===== config.mk =====
export PLATFORM = sky130hd
export DESIGN_NAME = scene_renderer_flat
export DESIGN_NICKNAME = d
export VERILOG_FILES = /design/src/rtl/scene_renderer_if.sv /design/src/rtl/scene_renderer.sv /design/src/flat_wrapper.sv
export SDC_FILE = /design/constraint.sdc
export NUM_CORES = 1
export LEC_CHECK = 0
export ABC_AREA = 1
export CAP_MARGIN = 20
export CORE_MARGIN = 4
export CORE_UTILIZATION = 52
export CTS_BUF_LIST = sky130_fd_sc_hd__clkbuf_8
export DETAILED_ROUTE_END_ITERATION = 8
export PLACE_DENSITY_LB_ADDON = 0.08
export SLEW_MARGIN = 15
export SYNTH_ARGS = -nofsm -noshare
export SYNTH_HDL_FRONTEND = slang
export SYNTH_SLANG_ARGS = --single-unit

===== constraint.sdc =====
create_clock -name clk -period 1.9 [get_ports clk]
set_clock_uncertainty 0.05 [all_clocks]
set_input_delay 0.285 -clock clk [delete_from_list [all_inputs] [get_ports clk]]
set_output_delay 0.285 -clock clk [all_outputs]
set_load 0.02 [all_outputs]

===== src/rtl/scene_renderer_if.sv =====
// Game-state inputs and VGA outputs of the scene renderer.
interface scene_renderer_if;
    // There is no valid/ready pair. pix_en qualifies each pixel tick. Game state is sampled only at the
    // frame-start snapshot. rgb/hsync/vsync change on pix_en ticks, and frame_rendered is a one-clk strobe.
    logic        pix_en;
    logic [9:0]  paddle_x_pixel;
    logic [9:0]  ball_x_pixel;
    logic [9:0]  ball_y_pixel;
    logic [71:0] block_state;
    logic        frame_rendered;
    logic        hsync;
    logic        vsync;
    logic [7:0]  rgb;

    modport master (
        output pix_en, paddle_x_pixel, ball_x_pixel, ball_y_pixel, block_state,
        input  frame_rendered, hsync, vsync, rgb
    );

    modport slave (
        input  pix_en, paddle_x_pixel, ball_x_pixel, ball_y_pixel, block_state,
        output frame_rendered, hsync, vsync, rgb
    );
endinterface


===== src/rtl/scene_renderer.sv =====
// VGA timing plus playfield drawing from a per-frame snapshot of game state,
// with a two-stage pixel pipeline and an end-of-frame strobe.
module scene_renderer #(
    parameter int         PADDLE_WIDTH = 64,
    parameter int         PADDLE_Y     = 448,
    parameter int         BALL_SIZE    = 8,
    parameter logic [7:0] COLOR_BG     = 8'h00,
    parameter logic [7:0] COLOR_BORDER = 8'h92,
    parameter logic [7:0] COLOR_BLOCK  = 8'hE0,
    parameter logic [7:0] COLOR_PADDLE = 8'h1F,
    parameter logic [7:0] COLOR_BALL   = 8'hFF,
    parameter int         H_VISIBLE    = 640,
    parameter int         H_SYNC_START = 656,
    parameter int         H_SYNC_END   = 752,
    parameter int         H_TOTAL      = 800,
    parameter int         V_VISIBLE    = 480,
    parameter int         V_SYNC_START = 490,
    parameter int         V_SYNC_END   = 492,
    parameter int         V_TOTAL      = 525
) (
    input logic             clk,
    input logic             rst_n,
    scene_renderer_if.slave bus
);
    localparam logic [9:0]  H_LAST     = 10'(H_TOTAL - 1);
    localparam logic [9:0]  V_LAST     = 10'(V_TOTAL - 1);
    localparam logic [9:0]  H_VIS      = 10'(H_VISIBLE);
    localparam logic [9:0]  V_VIS      = 10'(V_VISIBLE);
    localparam logic [9:0]  V_VIS_LAST = 10'(V_VISIBLE - 1);
    localparam logic [9:0]  H_SS       = 10'(H_SYNC_START);
    localparam logic [9:0]  H_SE       = 10'(H_SYNC_END);
    localparam logic [9:0]  V_SS       = 10'(V_SYNC_START);
    localparam logic [9:0]  V_SE       = 10'(V_SYNC_END);
    localparam logic [9:0]  FIELD_X0   = 10'd32;
    localparam logic [9:0]  FIELD_X1   = 10'd608;
    localparam logic [9:0]  FIELD_Y0   = 10'd48;
    localparam logic [9:0]  FIELD_Y1   = 10'd144;
    localparam logic [10:0] BALL_LIM   = 11'(BALL_SIZE);
    localparam logic [10:0] PAD_W      = 11'(PADDLE_WIDTH);
    localparam logic [10:0] PAD_Y      = 11'(PADDLE_Y);
    localparam logic [10:0] PAD_H      = 11'd8;

    logic [9:0]  hcnt, vcnt;
    logic        line_end, frame_end;
    logic [9:0]  paddle_x_s, ball_x_s, ball_y_s;
    logic [71:0] block_s;
    logic [5:0]  col_px;
    logic [3:0]  col;
    logic [3:0]  row_px;
    logic [2:0]  row;

    assign line_end  = bus.pix_en && (hcnt == H_LAST);
    assign frame_end = line_end && (vcnt == V_LAST);

    always_ff @(posedge clk or negedge rst_n) begin
        if (!rst_n) begin
            hcnt <= '0;
            vcnt <= '0;
        end else if (bus.pix_en) begin
            if (hcnt == H_LAST) begin
                hcnt <= '0;
                vcnt <= (vcnt == V_LAST) ? 10'd0 : vcnt + 10'd1;
            end else begin
                hcnt <= hcnt + 10'd1;
            end
        end
    end

    // Loaded on the tick just before pixel (0,0) so a whole frame draws from one consistent state.
    always_ff @(posedge clk or negedge rst_n) begin
        if (!rst_n) begin
            paddle_x_s <= '0;
            ball_x_s   <= '0;
            ball_y_s   <= '0;
            block_s    <= '0;
        end else if (frame_end) begin
            paddle_x_s <= bus.paddle_x_pixel;
            ball_x_s   <= bus.ball_x_pixel;
            ball_y_s   <= bus.ball_y_pixel;
            block_s    <= bus.block_state;
        end
    end

    always_ff @(posedge clk or negedge rst_n) begin
        if (!rst_n) begin
            col_px <= '0;
            col    <= '0;
        end else if (bus.pix_en) begin
            if (hcnt == FIELD_X0 - 10'd1) begin
                col_px <= '0;
                col    <= '0;
            end else if (col_px == 6'd47) begin
                col_px <= '0;
                if (col != 4'd11) col <= col + 4'd1;
            end else begin
                col_px <= col_px + 6'd1;
            end
        end
    end

    always_ff @(posedge clk or negedge rst_n) begin
        if (!rst_n) begin
            row_px <= '0;
            row    <= '0;
        end else if (line_end) begin
            if (vcnt == FIELD_Y0 - 10'd1) begin
                row_px <= '0;
                row    <= '0;
            end else if (row_px == 4'd15) begin
                row_px <= '0;
                if (row != 3'd5) row <= row + 3'd1;
            end else begin
                row_px <= row_px + 4'd1;
            end
        end
    end

    // 11-bit differences: a pixel left of/above the object wraps to a large value and misses.
    logic [10:0] ball_dx, ball_dy, pad_dx, pad_dy;
    logic [6:0]  blk_idx;
    logic        visible, ball_hit, paddle_hit, in_field, block_hit, border_hit, hsync_n, vsync_n;

    assign ball_dx    = {1'b0, hcnt} - {1'b0, ball_x_s};
    assign ball_dy    = {1'b0, vcnt} - {1'b0, ball_y_s};
    assign pad_dx     = {1'b0, hcnt} - {1'b0, paddle_x_s};
    assign pad_dy     = {1'b0, vcnt} - PAD_Y;
    assign ball_hit   = (ball_dx < BALL_LIM) && (ball_dy < BALL_LIM);
    assign paddle_hit = (pad_dx < PAD_W) && (pad_dy < PAD_H);
    assign blk_idx    = 7'(row) * 7'd12 + 7'(col);
    assign in_field   = (hcnt >= FIELD_X0) && (hcnt < FIELD_X1) && (vcnt >= FIELD_Y0) && (vcnt < FIELD_Y1);
    assign block_hit  = in_field && (col_px != 6'd47) && (row_px != 4'd15) && block_s[blk_idx];
    assign visible    = (hcnt < H_VIS) && (vcnt < V_VIS);
    assign border_hit = (hcnt < 10'd8) || (hcnt >= H_VIS - 10'd8) || (vcnt < 10'd8);
    assign hsync_n    = !((hcnt >= H_SS) && (hcnt < H_SE));
    assign vsync_n    = !((vcnt >= V_SS) && (vcnt < V_SE));

    logic s1_vis, s1_ball, s1_paddle, s1_block, s1_border, s1_hsync, s1_vsync;

    always_ff @(posedge clk or negedge rst_n) begin
        if (!rst_n) begin
            s1_vis    <= 1'b0;
            s1_ball   <= 1'b0;
            s1_paddle <= 1'b0;
            s1_block  <= 1'b0;
            s1_border <= 1'b0;
            s1_hsync  <= 1'b1;
            s1_vsync  <= 1'b1;
        end else if (bus.pix_en) begin
            s1_vis    <= visible;
            s1_ball   <= ball_hit;
            s1_paddle <= paddle_hit;
            s1_block  <= block_hit;
            s1_border <= border_hit;
            s1_hsync  <= hsync_n;
            s1_vsync  <= vsync_n;
        end
    end

    logic [7:0] pix_color;

    always_comb begin
        pix_color = 8'h00;
        if (s1_vis) begin
            if (s1_ball)        pix_color = COLOR_BALL;
            else if (s1_paddle) pix_color = COLOR_PADDLE;
            else if (s1_block)  pix_color = COLOR_BLOCK;
            else if (s1_border) pix_color = COLOR_BORDER;
            else                pix_color = COLOR_BG;
        end
    end

    logic [7:0] rgb_q;
    logic       hsync_q, vsync_q, frame_q;

    always_ff @(posedge clk or negedge rst_n) begin
        if (!rst_n) begin
            rgb_q   <= '0;
            hsync_q <= 1'b1;
            vsync_q <= 1'b1;
        end else if (bus.pix_en) begin
            rgb_q   <= pix_color;
            hsync_q <= s1_hsync;
            vsync_q <= s1_vsync;
        end
    end

    // Counters at (H_VIS, last visible line) mean stage 2 is taking the final visible pixel on this tick.
    always_ff @(posedge clk or negedge rst_n) begin
        if (!rst_n) frame_q <= 1'b0;
        else        frame_q <= bus.pix_en && (hcnt == H_VIS) && (vcnt == V_VIS_LAST);
    end

    assign bus.rgb            = rgb_q;
    assign bus.hsync          = hsync_q;
    assign bus.vsync          = vsync_q;
    assign bus.frame_rendered = frame_q;
endmodule

===== src/flat_wrapper.sv =====
// flat-port wrapper written by rule: the top's interface ports become plain ports
module scene_renderer_flat 
#(
    parameter int         PADDLE_WIDTH = 64,
    parameter int         PADDLE_Y     = 448,
    parameter int         BALL_SIZE    = 8,
    parameter logic [7:0] COLOR_BG     = 8'h00,
    parameter logic [7:0] COLOR_BORDER = 8'h92,
    parameter logic [7:0] COLOR_BLOCK  = 8'hE0,
    parameter logic [7:0] COLOR_PADDLE = 8'h1F,
    parameter logic [7:0] COLOR_BALL   = 8'hFF,
    parameter int         H_VISIBLE    = 640,
    parameter int         H_SYNC_START = 656,
    parameter int         H_SYNC_END   = 752,
    parameter int         H_TOTAL      = 800,
    parameter int         V_VISIBLE    = 480,
    parameter int         V_SYNC_START = 490,
    parameter int         V_SYNC_END   = 492,
    parameter int         V_TOTAL      = 525
)
  (clk, rst_n, bus_pix_en, bus_paddle_x_pixel, bus_ball_x_pixel, bus_ball_y_pixel, bus_block_state, bus_frame_rendered, bus_hsync, bus_vsync, bus_rgb);
  scene_renderer_if bus_i ();
  input logic clk;
  input logic rst_n;
  input wire logic [$bits(bus_i.pix_en)-1:0] bus_pix_en;
  input wire logic [$bits(bus_i.paddle_x_pixel)-1:0] bus_paddle_x_pixel;
  input wire logic [$bits(bus_i.ball_x_pixel)-1:0] bus_ball_x_pixel;
  input wire logic [$bits(bus_i.ball_y_pixel)-1:0] bus_ball_y_pixel;
  input wire logic [$bits(bus_i.block_state)-1:0] bus_block_state;
  output wire logic [$bits(bus_i.frame_rendered)-1:0] bus_frame_rendered;
  output wire logic [$bits(bus_i.hsync)-1:0] bus_hsync;
  output wire logic [$bits(bus_i.vsync)-1:0] bus_vsync;
  output wire logic [$bits(bus_i.rgb)-1:0] bus_rgb;
  assign bus_i.pix_en = bus_pix_en;
  assign bus_i.paddle_x_pixel = bus_paddle_x_pixel;
  assign bus_i.ball_x_pixel = bus_ball_x_pixel;
  assign bus_i.ball_y_pixel = bus_ball_y_pixel;
  assign bus_i.block_state = bus_block_state;
  assign bus_frame_rendered = bus_i.frame_rendered;
  assign bus_hsync = bus_i.hsync;
  assign bus_vsync = bus_i.vsync;
  assign bus_rgb = bus_i.rgb;
  scene_renderer #(.PADDLE_WIDTH(PADDLE_WIDTH), .PADDLE_Y(PADDLE_Y), .BALL_SIZE(BALL_SIZE), .COLOR_BG(COLOR_BG), .COLOR_BORDER(COLOR_BORDER), .COLOR_BLOCK(COLOR_BLOCK), .COLOR_PADDLE(COLOR_PADDLE), .COLOR_BALL(COLOR_BALL), .H_VISIBLE(H_VISIBLE), .H_SYNC_START(H_SYNC_START), .H_SYNC_END(H_SYNC_END), .H_TOTAL(H_TOTAL), .V_VISIBLE(V_VISIBLE), .V_SYNC_START(V_SYNC_START), .V_SYNC_END(V_SYNC_END), .V_TOTAL(V_TOTAL)) u_core (.clk(clk), .rst_n(rst_n), .bus(bus_i));
endmodule

==> results.txt, run 1 <==
The flow ran to the end, but the final reports show violations. The checks that failed: negative setup slack. The slew of the pin with the lowest slew margin is 524.8 ps. The remaining antenna violation count came out at 0. The maximum root-to-sink buffer count came out at 2. The number of distinct standard cells referenced by the synthesized netlist is 39.

The final routed DRC violation total came out at 0. The commonest cells after synthesis are sky130_fd_sc_hd__nor2_1, sky130_fd_sc_hd__nand2_1, sky130_fd_sc_hd__dfrtp_1. Setup slack on the critical path of the routed design comes to -266.1 ps. The final HPWL from detailed placement is 17670 µm. The later pin in the worst-skew pair is clocked with a latency of 470 ps. The final cycle utilization of the critical path is 114.0%. The maximum frequency from static timing analysis came out at 461.7 MHz.

The final core utilization is 79.20%. The largest driver fanout on the critical path is 5. Entering global routing, the biggest net connects 48 pins. The critical path is of the reg2reg type. Summing the sequential cell areas from Yosys gives 42.79% of the chip area. The maximum vdd drop is 0.6605 mV. The count of buffers added on input and output ports is 115. The analysis attributes to cell leakage a power of 6.523 nW.

The number of setup violations in the final report is 96. The top-level port count came out at 116. From synthesis to final layout, the design area changed by 48.17%. The placed instance area came out at 11040 µm².

The data arrival at the endpoint of the critical path is 2500 ps. Row generation in the floorplan step produced 47 rows. The share of flip-flops with an asynchronous set or reset came out at 100.0%.

The worst setup path is captured at a flip-flop. The wire length of the first global-routing pass came out at 45680 µm. When the netlist entered floorplanning its net count stood at 1399. From left edge to right edge, the die measures 139.3 µm. The overall power consumption is 9.549 mW. The most instantiated flip-flop cell in the synthesis netlist is sky130_fd_sc_hd__dfrtp_1. The number of nets in the layout is 1649. The summed negative setup slack over all endpoints is -7032 ps. The path class of the tightest hold or removal check is in2async. The routed wire length per instance is 16.75 µm. Each instance of the synthesized netlist takes up on average 7.178 µm².

Routability-driven placement finished with a final weighted congestion of 0.9798. The first-pass iteration count of the detailed router is 6. The number of vias per cell came out at 5.443. The clock period minus worst slack came out at 2166 ps. The routed design has 28990 µm of wire.

Summing over every cut layer, the via total after detailed routing is 9421. The library cell occupying the most area in the post-synthesis netlist is sky130_fd_sc_hd__dfrtp_1. The number of violations reported at the end of detailed-routing iteration 0 is 718. 0 antenna diodes ended up in the layout. The worst setup path is launched from a flip-flop. The required time reported for the critical path endpoint came out at 2230 ps. The clock-pin slew on the worst setup and hold paths came out at 100 ps. The y dimension of the die came out at 139.3 µm. CTS saw 153 sinks. Counting the buffers created by CTS gives 17. The number of hold violations in the final report is 0. The power density of the placed cells is 719.4 nW/µm². Sorting the synthesized cells by area gives the leading types as sky130_fd_sc_hd__dfrtp_1, sky130_fd_sc_hd__nor2_1, sky130_fd_sc_hd__nand2_1. The cell count after synthesis is 1248. The cell area after layout is 13270 µm². The TritonCTS clock tree is yes. The global-route congestion overflow total came out at 0.

Setup repair after global routing could not meet its margin everywhere. The most common cell in the synthesized netlist is sky130_fd_sc_hd__nor2_1. Yosys printed 0 warnings. The number of antenna violations at the first check in global routing came out at 0. The number of pins exceeding their max-slew limit in the final report is 0. The via count of the first global-routing pass was 9332.

The H-tree was split into 4 levels. The total of max-cap violations came out at 0. The all-layer global routing usage is 29.20%. The count of flip-flops with a built-in enable after synthesis came out at 0. The mapped cell area came out at 8959 µm². After filler insertion, the fill cell instance count of the layout stands at 1157. Counting flops and latches in the post-synthesis netlist gives 153.

The relative slew slack came out at 65.01%. The tree is rooted in a sky130_fd_sc_hd__clkbuf_8. The initial standard-cell utilization of the core is 53.45%. The core area came out at 16760 µm². The full die area is 19390 µm². The post-route netlist has 25.02% of its cells at a drive strength greater than 1. The area share of the leading cell type in the synthesized netlist is 41.62%.
## kinds of logic (layout without fill, tap and decap cells)
logic type | Yosys count | count (layout) | share of synthesized area (%)
compound gates | 125 | 125 | 7.500
xor+xnor | 15 | 15 | 1.467
fa+ha+maj | 46 | 46 | 6.592
buf+inv | 187 | 450 | 8.492
flops | 153 | 153 | 42.79
simple gates | 722 | 722 | 33.16
## report_power, final
group	internal (mW)	switching, mW
logic	1.56	1.99
registers	3.47	0.231
clock network	0.938	1.36
total	5.97	3.58
## layer usage
| layer | vias to the layer above | wire [µm] | global-route usage, % |
|---|---|---|---|
| met5 | - | 0 | 0 |
| met4 | 0 | 1427 | 14.01 |
| met1 | 4425 | 11370 | 35.12 |
| li1 | 4485 | - | - |
| met3 | 113 | 1587 | 4.288 |
| met2 | 398 | 14610 | 51.37 |
## cell type report
type	instances	area (µm²)	area share, %
Tap cell	220	275.3	2.074
Clock buffer	18	247.7	1.866
Inverter	143	544.3	4.100
Timing Repair Buffer	275	3044	22.93
Multi-Input combinational cell	908	5216	39.30
Sequential cell	153	3845	28.97
Clock inverter	14	101.3	0.7635
## worst max-delay path: stages, from the launching register on
cell and delay, ps:
sky130_fd_sc_hd__dfrtp_2 460, sky130_fd_sc_hd__ha_4 180, sky130_fd_sc_hd__fa_2 660, sky130_fd_sc_hd__nand2_1 90
sky130_fd_sc_hd__nand2_2 90, sky130_fd_sc_hd__xor2_2 160, sky130_fd_sc_hd__nor2_1 60, sky130_fd_sc_hd__nand3_1 70
sky130_fd_sc_hd__nand2_1 50, sky130_fd_sc_hd__nand2_1 60, sky130_fd_sc_hd__nor2_1 40, sky130_fd_sc_hd__nand2_1 70
sky130_fd_sc_hd__nand2_1 40
## flip-flops by register name, indices dropped and copies added (netlist names), 3 cells and up
| signal | cells |
|---|---|
| u_core.block_s | 72 |
| u_core.ball_x_s | 10 |
| u_core.ball_y_s | 10 |
| u_core.hcnt | 10 |
| u_core.paddle_x_s | 10 |
| u_core.vcnt | 10 |
| u_core.col_px | 6 |
| u_core.bus.rgb | 4 |
| u_core.col | 4 |
| u_core.row_px | 4 |
| u_core.row | 3 |
## what timing repair did
action                                  CTS  global route
hold endpoints to repair                 42             0
hold buffers                              1             0
resized for setup                       166            87
endpoints found under the setup margin   77           129
pin swaps                                10            38
gates cloned                             20             0
buffers inserted                         26            15
## stage by stage
stage | hold WS (ps) | std cells | setup WS, ps
floorplan | -60.59 | 1248 | -129.5
global placement | 218.6 | 1639 | -208.8
detailed placement | 220.4 | 1639 | -260.5
CTS | 278.9 | 1718 | -223.1
global route | 305.5 | 1731 | -396.0
finish | 277.6 | 1731 | -266.1
## cell usage in the layout, fill, tap and decap left out, types with 3 or more instances in the layout
cell type	netlist	final
sky130_fd_sc_hd__buf_8	0	3
sky130_fd_sc_hd__clkbuf_8	0	18
sky130_fd_sc_hd__ha_1	44	20
sky130_fd_sc_hd__o21ai_1	2	5
sky130_fd_sc_hd__inv_2	3	12
sky130_fd_sc_hd__inv_1	138	130
sky130_fd_sc_hd__nor4_1	6	6
sky130_fd_sc_hd__dfrtp_2	0	9
sky130_fd_sc_hd__clkinvlp_4	0	6
sky130_fd_sc_hd__nor3_1	22	18
sky130_fd_sc_hd__nor2_2	1	59
sky130_fd_sc_hd__ha_4	0	23
sky130_fd_sc_hd__buf_4	4	111
sky130_fd_sc_hd__a21oi_2	0	10
sky130_fd_sc_hd__a21oi_1	69	58
sky130_fd_sc_hd__nand2_2	1	19
sky130_fd_sc_hd__nor2_4	0	20
sky130_fd_sc_hd__nor2_1	299	221
sky130_fd_sc_hd__buf_6	3	7
sky130_fd_sc_hd__buf_12	0	18
sky130_fd_sc_hd__a21o_1	3	3
sky130_fd_sc_hd__inv_6	0	3
sky130_fd_sc_hd__nand3_1	107	99
sky130_fd_sc_hd__xor2_1	13	11
sky130_fd_sc_hd__dfstp_2	4	4
sky130_fd_sc_hd__nand3b_1	5	5
sky130_fd_sc_hd__o21ai_0	35	28
sky130_fd_sc_hd__o21ai_2	0	3
sky130_fd_sc_hd__nand4_1	13	13
sky130_fd_sc_hd__nor3_2	0	4
sky130_fd_sc_hd__buf_16	0	21
sky130_fd_sc_hd__nand2_1	263	242
sky130_fd_sc_hd__clkdlybuf4s50_1	0	112
sky130_fd_sc_hd__nand3_2	0	7
sky130_fd_sc_hd__dfrtp_1	149	140
## worst paths after layout
check,from,endpoint,slack [ps],depth (start not counted)
hold reg to reg,u_core.bus.vsync,u_core.bus.vsync,420,2
hold / removal,rst_n,u_core.ball_x_s[8],280,2
setup / recovery,u_core.row[1],u_core.s1_block,-270,12
max in group asynchronous,rst_n,u_core.s1_vsync,830,3
min in group clk,bus_block_state[25],u_core.block_s[25],320,3
setup reg to reg,u_core.row[1],u_core.s1_block,-270,12
Power figures use the tool's default switching activity.
==> run 2: changes to the inputs <==
- ABC_CLOCK_PERIOD_IN_PS: unset -> 1900
- CAP_MARGIN: 20 -> unset
==> results of run 2 <==
No change in the layout: final DEF, timing and power equal those of run 1.
